`src/rtl/aes_pkg.sv`:
```
// Shared AES types and GF(2^8) helpers for the MixColumns datapath.
// No ports; imported by mix_column_word and mix_columns_engine.
package aes_pkg;

   typedef logic [7:0]   aes_byte_t;
   typedef logic [31:0]  aes_word_t;
   typedef logic [127:0] aes_state_t;

   // Reduction term for x^8 = x^4 + x^3 + x + 1 (field polynomial 0x11B).
   localparam aes_byte_t AES_GF_POLY = 8'h1B;

   typedef enum logic [1:0] {
      MC_IDLE,
      MC_BUSY,
      MC_DONE
   } mc_state_t;

   function automatic aes_byte_t xtime(aes_byte_t b);
      return {b[6:0], 1'b0} ^ (b[7] ? AES_GF_POLY : 8'h00);
   endfunction

   function automatic aes_byte_t gf_mul2(aes_byte_t b);
      return xtime(b);
   endfunction

   function automatic aes_byte_t gf_mul3(aes_byte_t b);
      return xtime(b) ^ b;
   endfunction

   function automatic aes_byte_t gf_mul9(aes_byte_t b);
      return xtime(xtime(xtime(b))) ^ b;
   endfunction

   function automatic aes_byte_t gf_mulB(aes_byte_t b);
      return xtime(xtime(xtime(b))) ^ xtime(b) ^ b;
   endfunction

   function automatic aes_byte_t gf_mulD(aes_byte_t b);
      return xtime(xtime(xtime(b))) ^ xtime(xtime(b)) ^ b;
   endfunction

   function automatic aes_byte_t gf_mulE(aes_byte_t b);
      return xtime(xtime(xtime(b))) ^ xtime(xtime(b)) ^ xtime(b);
   endfunction

endpackage

```
`src/rtl/mix_column_word.sv`:
```
// Combinational MixColumns / InvMixColumns on a single 32-bit column.
// Ports:
//   col  in   32  column, row-0 byte in [31:24]
//   inv  in   1   0 = forward, 1 = inverse transform
//   res  out  32  transformed column, same byte layout
module mix_column_word
   import aes_pkg::*;
(
   input  logic [31:0] col,
   input  logic        inv,
   output logic [31:0] res
);

   aes_byte_t a0, a1, a2, a3;
   aes_byte_t f0, f1, f2, f3;
   aes_byte_t i0, i1, i2, i3;

   assign a0 = col[31:24];
   assign a1 = col[23:16];
   assign a2 = col[15:8];
   assign a3 = col[7:0];

   // Circulant rows: each output byte rotates the coefficient set by one.
   assign f0 = gf_mul2(a0) ^ gf_mul3(a1) ^ a2 ^ a3;
   assign f1 = gf_mul2(a1) ^ gf_mul3(a2) ^ a3 ^ a0;
   assign f2 = gf_mul2(a2) ^ gf_mul3(a3) ^ a0 ^ a1;
   assign f3 = gf_mul2(a3) ^ gf_mul3(a0) ^ a1 ^ a2;

   assign i0 = gf_mulE(a0) ^ gf_mulB(a1) ^ gf_mulD(a2) ^ gf_mul9(a3);
   assign i1 = gf_mulE(a1) ^ gf_mulB(a2) ^ gf_mulD(a3) ^ gf_mul9(a0);
   assign i2 = gf_mulE(a2) ^ gf_mulB(a3) ^ gf_mulD(a0) ^ gf_mul9(a1);
   assign i3 = gf_mulE(a3) ^ gf_mulB(a0) ^ gf_mulD(a1) ^ gf_mul9(a2);

   assign res = inv ? {i0, i1, i2, i3} : {f0, f1, f2, f3};

endmodule

```
`src/rtl/mix_columns_engine.sv`:
```
// Handshaked AES MixColumns / InvMixColumns engine, COLS_PER_CYCLE columns per clock.
// Ports:
//   clk        in   1    system clock
//   rst        in   1    synchronous active-high reset
//   in_valid   in   1    in_data/in_inv valid
//   in_ready   out  1    engine accepts a block this cycle
//   in_data    in   128  state, column c = [32c+31:32c]
//   in_inv     in   1    0 = MixColumns, 1 = InvMixColumns
//   out_valid  out  1    out_data holds a completed block
//   out_ready  in   1    downstream accepts out_data
//   out_data   out  128  transformed state
//   busy       out  1    block in progress
//
// state   | meaning
// MC_IDLE | empty, ready for a block
// MC_BUSY | transforming one beat of columns per cycle
// MC_DONE | result presented, held until retired
module mix_columns_engine
   import aes_pkg::*;
#(
   parameter int COLS_PER_CYCLE = 4,
   parameter int OUT_REG        = 1
) (
   input  logic         clk,
   input  logic         rst,
   input  logic         in_valid,
   output logic         in_ready,
   input  logic [127:0] in_data,
   input  logic         in_inv,
   output logic         out_valid,
   input  logic         out_ready,
   output logic [127:0] out_data,
   output logic         busy
);

   localparam int NBEATS = (COLS_PER_CYCLE > 0) ? 4 / COLS_PER_CYCLE : 1;

   if (COLS_PER_CYCLE != 1 && COLS_PER_CYCLE != 2 && COLS_PER_CYCLE != 4) begin : g_bad_cpc
      $error("mix_columns_engine: COLS_PER_CYCLE must be 1, 2 or 4");
   end

   mc_state_t  state_q;
   logic [1:0] beat_q;
   logic       mode_q;
   aes_state_t res_q;
   aes_state_t res_next;
   aes_state_t out_q;
   logic       accept;
   logic       last_beat;
   int         base;

   aes_word_t  col_in  [COLS_PER_CYCLE];
   aes_word_t  col_out [COLS_PER_CYCLE];

   assign in_ready  = (state_q == MC_IDLE) | ((state_q == MC_DONE) & out_ready);
   assign accept    = in_valid & in_ready;
   assign last_beat = (beat_q == 2'(NBEATS - 1));
   assign base      = int'(beat_q) * COLS_PER_CYCLE;

   for (genvar g = 0; g < COLS_PER_CYCLE; g++) begin : g_col
      assign col_in[g] = res_q[32*(base+g) +: 32];
      mix_column_word u_word (
         .col (col_in[g]),
         .inv (mode_q),
         .res (col_out[g])
      );
   end

   // Results overwrite their source columns, so one buffer holds the block
   // from accept through retire.
   always_comb begin
      res_next = res_q;
      for (int j = 0; j < COLS_PER_CYCLE; j++) begin
         res_next[32*(base+j) +: 32] = col_out[j];
      end
   end

   always_ff @(posedge clk) begin
      if (rst) begin
         state_q   <= MC_IDLE;
         beat_q    <= 2'd0;
         mode_q    <= 1'b0;
         res_q     <= '0;
         out_q     <= '0;
         out_valid <= 1'b0;
         busy      <= 1'b0;
      end else begin
         case (state_q)
            MC_IDLE: begin
               if (accept) begin
                  res_q   <= in_data;
                  mode_q  <= in_inv;
                  beat_q  <= 2'd0;
                  busy    <= 1'b1;
                  state_q <= MC_BUSY;
               end
            end
            MC_BUSY: begin
               res_q <= res_next;
               if (last_beat) begin
                  beat_q    <= 2'd0;
                  busy      <= 1'b0;
                  out_valid <= 1'b1;
                  state_q   <= MC_DONE;
                  if (OUT_REG != 0) begin
                     out_q <= res_next;
                  end
               end else begin
                  beat_q <= beat_q + 2'd1;
               end
            end
            MC_DONE: begin
               if (out_ready) begin
                  out_valid <= 1'b0;
                  if (in_valid) begin
                     // back-to-back: retire and accept on the same edge
                     res_q   <= in_data;
                     mode_q  <= in_inv;
                     beat_q  <= 2'd0;
                     busy    <= 1'b1;
                     state_q <= MC_BUSY;
                  end else begin
                     state_q <= MC_IDLE;
                  end
               end
            end
            default: begin
               state_q   <= MC_IDLE;
               beat_q    <= 2'd0;
               out_valid <= 1'b0;
               busy      <= 1'b0;
            end
         endcase
      end
   end

   assign out_data = (OUT_REG != 0) ? out_q : res_q;

endmodule
```
`config.mk`:
```
export PLATFORM = sky130hd
export DESIGN_NAME = mix_columns_engine
export DESIGN_NICKNAME = d
export VERILOG_FILES = /design/src/rtl/aes_pkg.sv /design/src/rtl/mix_column_word.sv /design/src/rtl/mix_columns_engine.sv
export SDC_FILE = /design/constraint.sdc
export NUM_CORES = 1
export LEC_CHECK = 0
export CORE_ASPECT_RATIO = 0.75
export CORE_MARGIN = 1.5
export CORE_UTILIZATION = 55
export DETAILED_ROUTE_END_ITERATION = 16
export GPL_TIMING_DRIVEN = 0
export HOLD_SLACK_MARGIN = 0.15
export PLACE_DENSITY_LB_ADDON = 0.05
export SYNTH_ARGS = -nofsm -noshare
export SYNTH_HDL_FRONTEND = slang
export SYNTH_SLANG_ARGS = --single-unit
```
`constraint.sdc`:
```
create_clock -name clk -period 7.3 [get_ports clk]
set_input_delay 1.095 -clock clk [delete_from_list [all_inputs] [get_ports clk]]
set_output_delay 1.095 -clock clk [all_outputs]
set_load 0.05 [all_outputs]
```
### Word level (Yosys, flattened, before mapping)

Index checks and enable logic that the tools add are counted.

| operators by class | value |
|---|---|
| $add $sub $neg | 8 |
| multipliers | 0 |
| div/mod/pow operators | 0 |
| $lt $le $gt $ge | 0 |
| eq/ne operators | 6 |
| shift operators | 12 |
| mux-type cells | 82 |
| bitwise logic cells | 260 |
| reductions and logical operators | 11 |

Operator list:

| operator | count |
|---|---|
| bitwise XOR 8 bit | 251 |
| bitwise mux 128 bit | 4 |
| variable shift 32 x 33 -> 128 bit, first input constant | 4 |
| indexed part select 32 x 33 -> 128 bit | 4 |
| two-way mux 128 bit | 3 |
| one-hot mux 128 bit (3 select lines) | 1 |
| indexed part select 128 x 32 -> 32 bit | 3 |
| two-way mux 5 bit | 48 |
| two-way mux 32 bit | 4 |
| indexed part select 128 x 10 -> 32 bit | 1 |
| negator 10 -> 33 bit | 3 |
| bitwise XOR 8 x 5 -> 8 bit | 5 |
| negator 9 -> 33 bit | 1 |
| two-way mux 2 bit | 7 |
| one-hot mux 2 bit (3 select lines) | 2 |
| AND reduction 4 bit | 3 |
| adder 4 x 2 -> 5 bit, second input constant | 2 |
| two-way mux 1 bit | 10 |
| AND reduction 3 bit | 3 |
| != test 2 bit, second input constant | 4 |
| one-hot mux 1 bit (3 select lines) | 2 |
| adder 4 x 1 -> 5 bit, second input constant | 1 |
| zero test 2 bit | 2 |
| nonzero test 3 bit | 1 |
| other kinds (9) | 10 |

| storage, ports and cells | value |
|---|---|
| register bits after elaboration | 263 |
| latch bits | 0 |
| bits in writable memories | 0 |
| bits in read-only memories | 0 |
| input port bits | 133 |
| output and inout port bits | 131 |
| word-level logic and storage cells | 386 |
| memories | 0 |

### Longest topological paths before layout

| logic depth | value |
|---|---|
| depth in word-level cells | 19 |
| depth in mapped cells | 11 |
| depth with buffers taken out | 9 |

### Cells and area by module

A second synthesis with hierarchy kept.

| unflattened totals | value |
|---|---|
| cell total of the unflattened synthesis | 2,442 |
| area, all modules | 20,791.2 um^2 |

Modules (own cells, without submodules):

| module | instances | cells each | area each (um^2) | seq. area each (um^2) |
|---|---|---|---|---|
| mix_columns_engine | 1 | 1,322 | 10,896.7 | 5,265.0 |
| mix_column_word | 4 | 280 | 2,473.6 | 0.0 |

### Worst setup path before layout

No wires, ideal clock.

| path | value |
|---|---|
| path type | input -> register |
| start point | in out_ready |
| end point | reg res_q[123] |
| setup time | 86 ps |
| arrival | 3,033 ps |
| data required time | 7,214 ps |
| setup slack | 4,181 ps |
| stages | 7 |
| path buffers | 2 |
| cells stage by stage | inv_1 > a21oi_1 > and2_1 > clkbuf_1 > clkbuf_1 > a221oi_1 > a211oi_1 |

| between the ends | value |
|---|---|
| cells in the longest elaborated chain, start to end | 5 |
| elaborated cells on any way between the ends | 6 |
| classes of those cells | 2 x eq/ne; 3 x bitwise; 1 x reduce/logical |

Ends and longest elaborated chain:

| what | line | source |
|---|---|---|
| from (decl) | mix_columns_engine.sv:31 | `input logic out_ready,` |
| AND 1 bit | mix_columns_engine.sv:55 | `assign in_ready = (state_q == MC_IDLE) \| ((state_q == MC_DONE) & out_ready);` |
| bitwise OR 1 bit | mix_columns_engine.sv:55 |  |
| net in_ready | mix_columns_engine.sv:27 | `output logic in_ready,` |
| AND 1 bit | mix_columns_engine.sv:56 | `assign accept = in_valid & in_ready;` |
| != test 2 bit (no source line) | -- |  |
| AND reduction 4 bit (no source line) | -- |  |
| to (signal assigned) | mix_columns_engine.sv:91 | `res_q <= in_data;` |
| to (signal assigned) | mix_columns_engine.sv:99 | `res_q <= res_next;` |
| to (signal assigned) | mix_columns_engine.sv:117 | `res_q <= in_data;` |
| to (decl) | mix_columns_engine.sv:45 | `aes_state_t res_q;` |

The timed path passes the listed nets, and every way through them passes these cells.
A chain may end at the register's enable or synchronous reset.

### Worst setup path in the final report

| path | value |
|---|---|
| start point | reg beat_q[0] |
| end point | reg res_q[35] |

| between the ends | value |
|---|---|
| cells in the longest elaborated chain, start to end | 17 |
| elaborated cells on any way between the ends | 332 |
| classes of those cells | 7 x add/sub; 12 x shift; 57 x mux; 256 x bitwise |

Ends and longest elaborated chain:

| what | line | source |
|---|---|---|
| from (decl) | mix_columns_engine.sv:43 | `logic [1:0] beat_q;` |
| from (signal assigned) | mix_columns_engine.sv:109 | `beat_q <= beat_q + 2'd1;` |
| adder 4 x 1 -> 5 bit / indexed part select 128 x 10 -> 32 bit (equally long branches) | mix_columns_engine.sv:61, mix_columns_engine.sv:74 |  |
| indexed part select 128 x 32 -> 32 bit (tied with other cells) | mix_columns_engine.sv:61 | `assign col_in[g] = res_q[32*(base+g) +: 32];` |
| bitwise XOR 8 bit (tied with other cells) (2 in series) | aes_pkg.sv:19 | `return {b[6:0], 1'b0} ^ (b[7] ? AES_GF_POLY : 8'h00);` |
| two-way mux 5 bit / bitwise XOR 8 bit (equally long branches) | aes_pkg.sv:19 |  |
| bitwise XOR 8 bit, on equally long branches | -- |  |
| bitwise XOR 8 bit, on equally long branches | aes_pkg.sv:39, aes_pkg.sv:43, aes_pkg.sv:35 |  |
| bitwise XOR 8 bit (tied with other cells) | aes_pkg.sv:43 | `return xtime(xtime(xtime(b))) ^ xtime(xtime(b)) ^ xtime(b);` |
| bitwise XOR 8 bit, on equally long branches (2 in series) | -- |  |
| bitwise XOR 8 bit (tied with other cells) | mix_column_word.sv:32 | `assign i3 = gf_mulE(a3) ^ gf_mulB(a0) ^ gf_mulD(a1) ^ gf_mul9(a2);` |
| two-way mux 32 bit / indexed part select 32 x 33 -> 128 bit (equally long branches) | mix_column_word.sv:34, mix_columns_engine.sv:74 |  |
| indexed part select 32 x 33 -> 128 bit / bitwise mux 128 bit (equally long branches) | mix_columns_engine.sv:74 | `res_next[32*(base+j) +: 32] = col_out[j];` |
| bitwise mux 128 bit (2 in series) | mix_columns_engine.sv:74 |  |
| bitwise mux 128 bit (*) | mix_columns_engine.sv:74 |  |
| one-hot mux 128 bit (3 select lines) (*) | mix_columns_engine.sv:88 | `case (state_q)` |

Every way passes the cells marked *; elsewhere a longest branch is shown, timed or not.

==> run metrics <==
1st-iter DRT viols between 3000 and 4000; CP Launch Point beat_q[0]$_SDFFE_PP0P_; Worst setup SP type flip-flop; Reg clk slew, reported paths about 0.060 ns; drt total wl between 90000 and 100000 um; Distinct cells, synth 67; setup_tns 0 ns; Stages on worst setup path 11; post-synthesis cell count ~2500; syn nets about 2600; CP most frequent cell clkbuf_1; Pins Over Slew Limit 0; cell-internal power around 0.0055 W; total leakage power slightly below 10 nW; hold path start out_data[43]$_SDFFE_PP0P_; H-tree levels 1; HPWL after detailed placement slightly below 70000 um; synth warn 0; GRT Util Overall 0.4424; clock buffer count from CTS 29; crit path cell chain clkbuf_1 -> clkinv_1 -> ha_1 -> clkbuf_1 -> inv_2 -> nor2_1 -> nand2_1 -> nor2_1 -> clkbuf_1 -> nand2_1 -> o31ai_1; Multi-input gate area between 0.01 and 0.015 sq mm; Critical Path RT roughly 7.8 ns; initial antenna violation count 1; Crit Reg-Reg Startpoint beat_q[0]$_SDFFE_PP0P_; Final ANT Viol Nets 0; share of cells above drive strength 1 0.05585; storage element area 0.005265 sq mm; endpoint class of the critical path flip-flop; FFs w/ async S/R, synth 0; synthesized flop and latch total 263; Top delay family on crit path simple AND/OR/NAND/NOR gates; number of max-cap violations 0; input/output buffers 262; commonest non-fill, non-tap cell in the layout xnor2_1; routability cong. 1.004; Clock Sinks about 260; vias between 20000 and 25000; die width between 200 and 250 um; critical path class flip-flop to flip-flop; Die ar. between 0.03 and 0.04 sq mm; fin crit period 4.859 ns; Root Buffer clkbuf_16; area delta synth->final 20.14%; Worst Path Max Fanout 10; hold depth 2; IO Pins ~260; crit-path max cell delay ~0.89 ns; Psw 0.004427 W; post-CTS setup buffer count 0; Rel. slew slack 0.06305; Comb power frac 0.660; first-pass GRT wire length between 100000 and 150000 um; worst hold path type flip-flop to flip-flop; period utilisation layout 0.6656; clk_skew between 0.03 and 0.04 ns; Routed WL per cell approximately 28 um; hold buffer count at CTS 0; vias in the first global route around 20000; Power Dens Cells slightly below 400 mW/mm^2; maximum root-to-sink buffer count 3; status finished, final reports clean; Final setup viols 0; switching share of power 0.4481; Final Instance Count excl. Fillers about 3300; drt drc 0; most frequent cells in the layout xnor2_1, dfxtp_1, clkdlybuf4s50_1; Buf/Inv on CP 5; largest net degree at the start of global routing 15; ys flop type dfxtp_1; drt pass-1 iters 8; CTS resizes 0; Data arrival, critical path about 5.4 ns; Synth Cell Area about 0.021 sq mm; Die Y 173.3 um; peak supply drop roughly 0.24 mV; GRT overflow 0; Worst path slowest cell nor2_1; worst r2r path cells 11; Filler Cell Count 3251; final hold viol count 0; vias per cell roughly 6.4; Reg power frac 0.176; worst slew pin tran 1.405 ns; CTS tree done; Seq/Total Area, Yosys 0.2476; worst skew pair latency approximately 0.63 ns; Core Rows between 60 and 70; RSZ-0062 raised after global routing false; Initial Util 0.5571; placed cells approximately 3300; Post-synth EDFFs 0; power share of the clock group 0.164; Mean Syn Cell Area between 8 and 9 sq um; Final #Nets 2907; CORE AREA 0.03817 sq mm; FMAX approximately 0.2 GHz
layout make-up:
type,count,share of cell area
Timing Repair Buffer,262,0.1027
Inverter,13,0.001910
Sequential cell,263,0.2061
Multi-Input combinational cell,1942,0.5809
Tap cell,512,0.02508
Buffer,260,0.04350
Antenna cell,1,0.00009796
Clock buffer,42,0.03424
Clock inverter,11,0.005535
kinds of logic after synthesis:
logic type               count (synthesis)  share of synthesized area
flip-flops                             263                     0.2476
multiplexers                            24                    0.01136
AO/OA/AOI/OAI                          516                     0.1613
XOR/XNOR                               819                     0.4104
buffers and inverters                  273                    0.05455
adder cells (fa/ha/maj)                  3                   0.001766
AND/OR/NAND/NOR                        580                     0.1130
sequential cells by signal (all words and copies together), names as in the netlist:
name,flops
state_q,2
mode_q,1
beat_q,2
out_valid,1
busy,1
res_q,128
out_data,128
cells in the mapped netlist, types with 4 or more instances:
cell type,instances,share of area
o22ai_1,14,0.0041
a211oi_1,76,0.027
a22oi_1,37,0.013
a21oi_1,177,0.042
o2bb2ai_1,4,0.0016
nor3_1,46,0.011
nor2b_1,11,0.0032
clkbuf_1,171,0.030
a22o_1,19,0.0078
a222oi_1,23,0.011
a221oi_1,32,0.013
o21ai_0,50,0.012
and2_1,5,0.0015
mux2i_1,23,0.011
o21bai_1,45,0.016
buf_2,57,0.013
buf_1,13,0.0023
nand2_1,232,0.041
nand3_1,17,0.0040
buf_4,16,0.0056
nor4_1,4,0.0012
xnor3_1,81,0.086
o21a_1,5,0.0018
xor2_1,162,0.067
nand2b_1,5,0.0015
xnor2_2,12,0.0092
xor2_2,4,0.0031
and3_1,5,0.0015
a31oi_1,4,0.0012
inv_1,11,0.0019
dfxtp_1,263,0.25
nor4b_1,4,0.0016
nor2_1,233,0.041
xor3_1,13,0.015
xnor2_1,540,0.22
or3_1,7,0.0021
o31ai_1,9,0.0032
worst register-to-register path: stages, from the launching register on:
cell and delay, ns:
dfxtp_1 0.30, clkbuf_1 0.27, clkinv_1 0.28, ha_1 0.18
clkbuf_1 0.44, inv_2 0.28, nor2_1 0.89, nand2_1 0.43
nor2_1 0.75, clkbuf_1 0.61, nand2_1 0.24, o31ai_1 0.13
per-stage QoR:
| stage | power (W) | area, sq um | hold WS (ns) | worst slack, ns | util |
|---|---|---|---|---|---|
| after floorplan | 0.006588 | 21260 | 0.5293 | 4.181 | - |
| after global placement | 0.007976 | 24530 | 0.4380 | 2.982 | 0.6426 |
| after detailed placement | 0.008031 | 24530 | 0.4367 | 2.947 | 0.6426 |
| after CTS | 0.009650 | 25540 | 0.4463 | 2.940 | 0.6692 |
| after global routing | 0.01023 | 25540 | 0.4666 | 2.651 | 0.6693 |
| final | 0.009880 | 25540 | 0.4472 | 2.441 | 0.6693 |
per-layer routing:
layer / part of all wire / GRT usage
met1: 0.39 / 0.5979
met2: 0.40 / 0.6273
met3: 0.15 / 0.1567
met4: 0.058 / 0.2070
met5: 0 / 0.004808
power by group through the flow:
stage / registers, W / logic [W] / clock network, W
final: 0.00174 / 0.00652 / 0.00162
after detailed placement: 0.00176 / 0.00627 / 0
after floorplan: 0.00209 / 0.00450 / 0
after global placement: 0.00176 / 0.00622 / 0
after CTS: 0.00173 / 0.00632 / 0.00160
after global routing: 0.00175 / 0.00682 / 0.00165
worst paths after layout:
| path | endpoint | slack [ns] |
|---|---|---|
| min reg2reg | out_data[43]$_SDFFE_PP0P_ | 0.45 |
| min | out_data[43]$_SDFFE_PP0P_ | 0.45 |
| max reg2reg | res_q[35]$_SDFFE_PP0P_ | 2.44 |
| max | res_q[35]$_SDFFE_PP0P_ | 2.44 |
(Power assumes the default switching activity.)
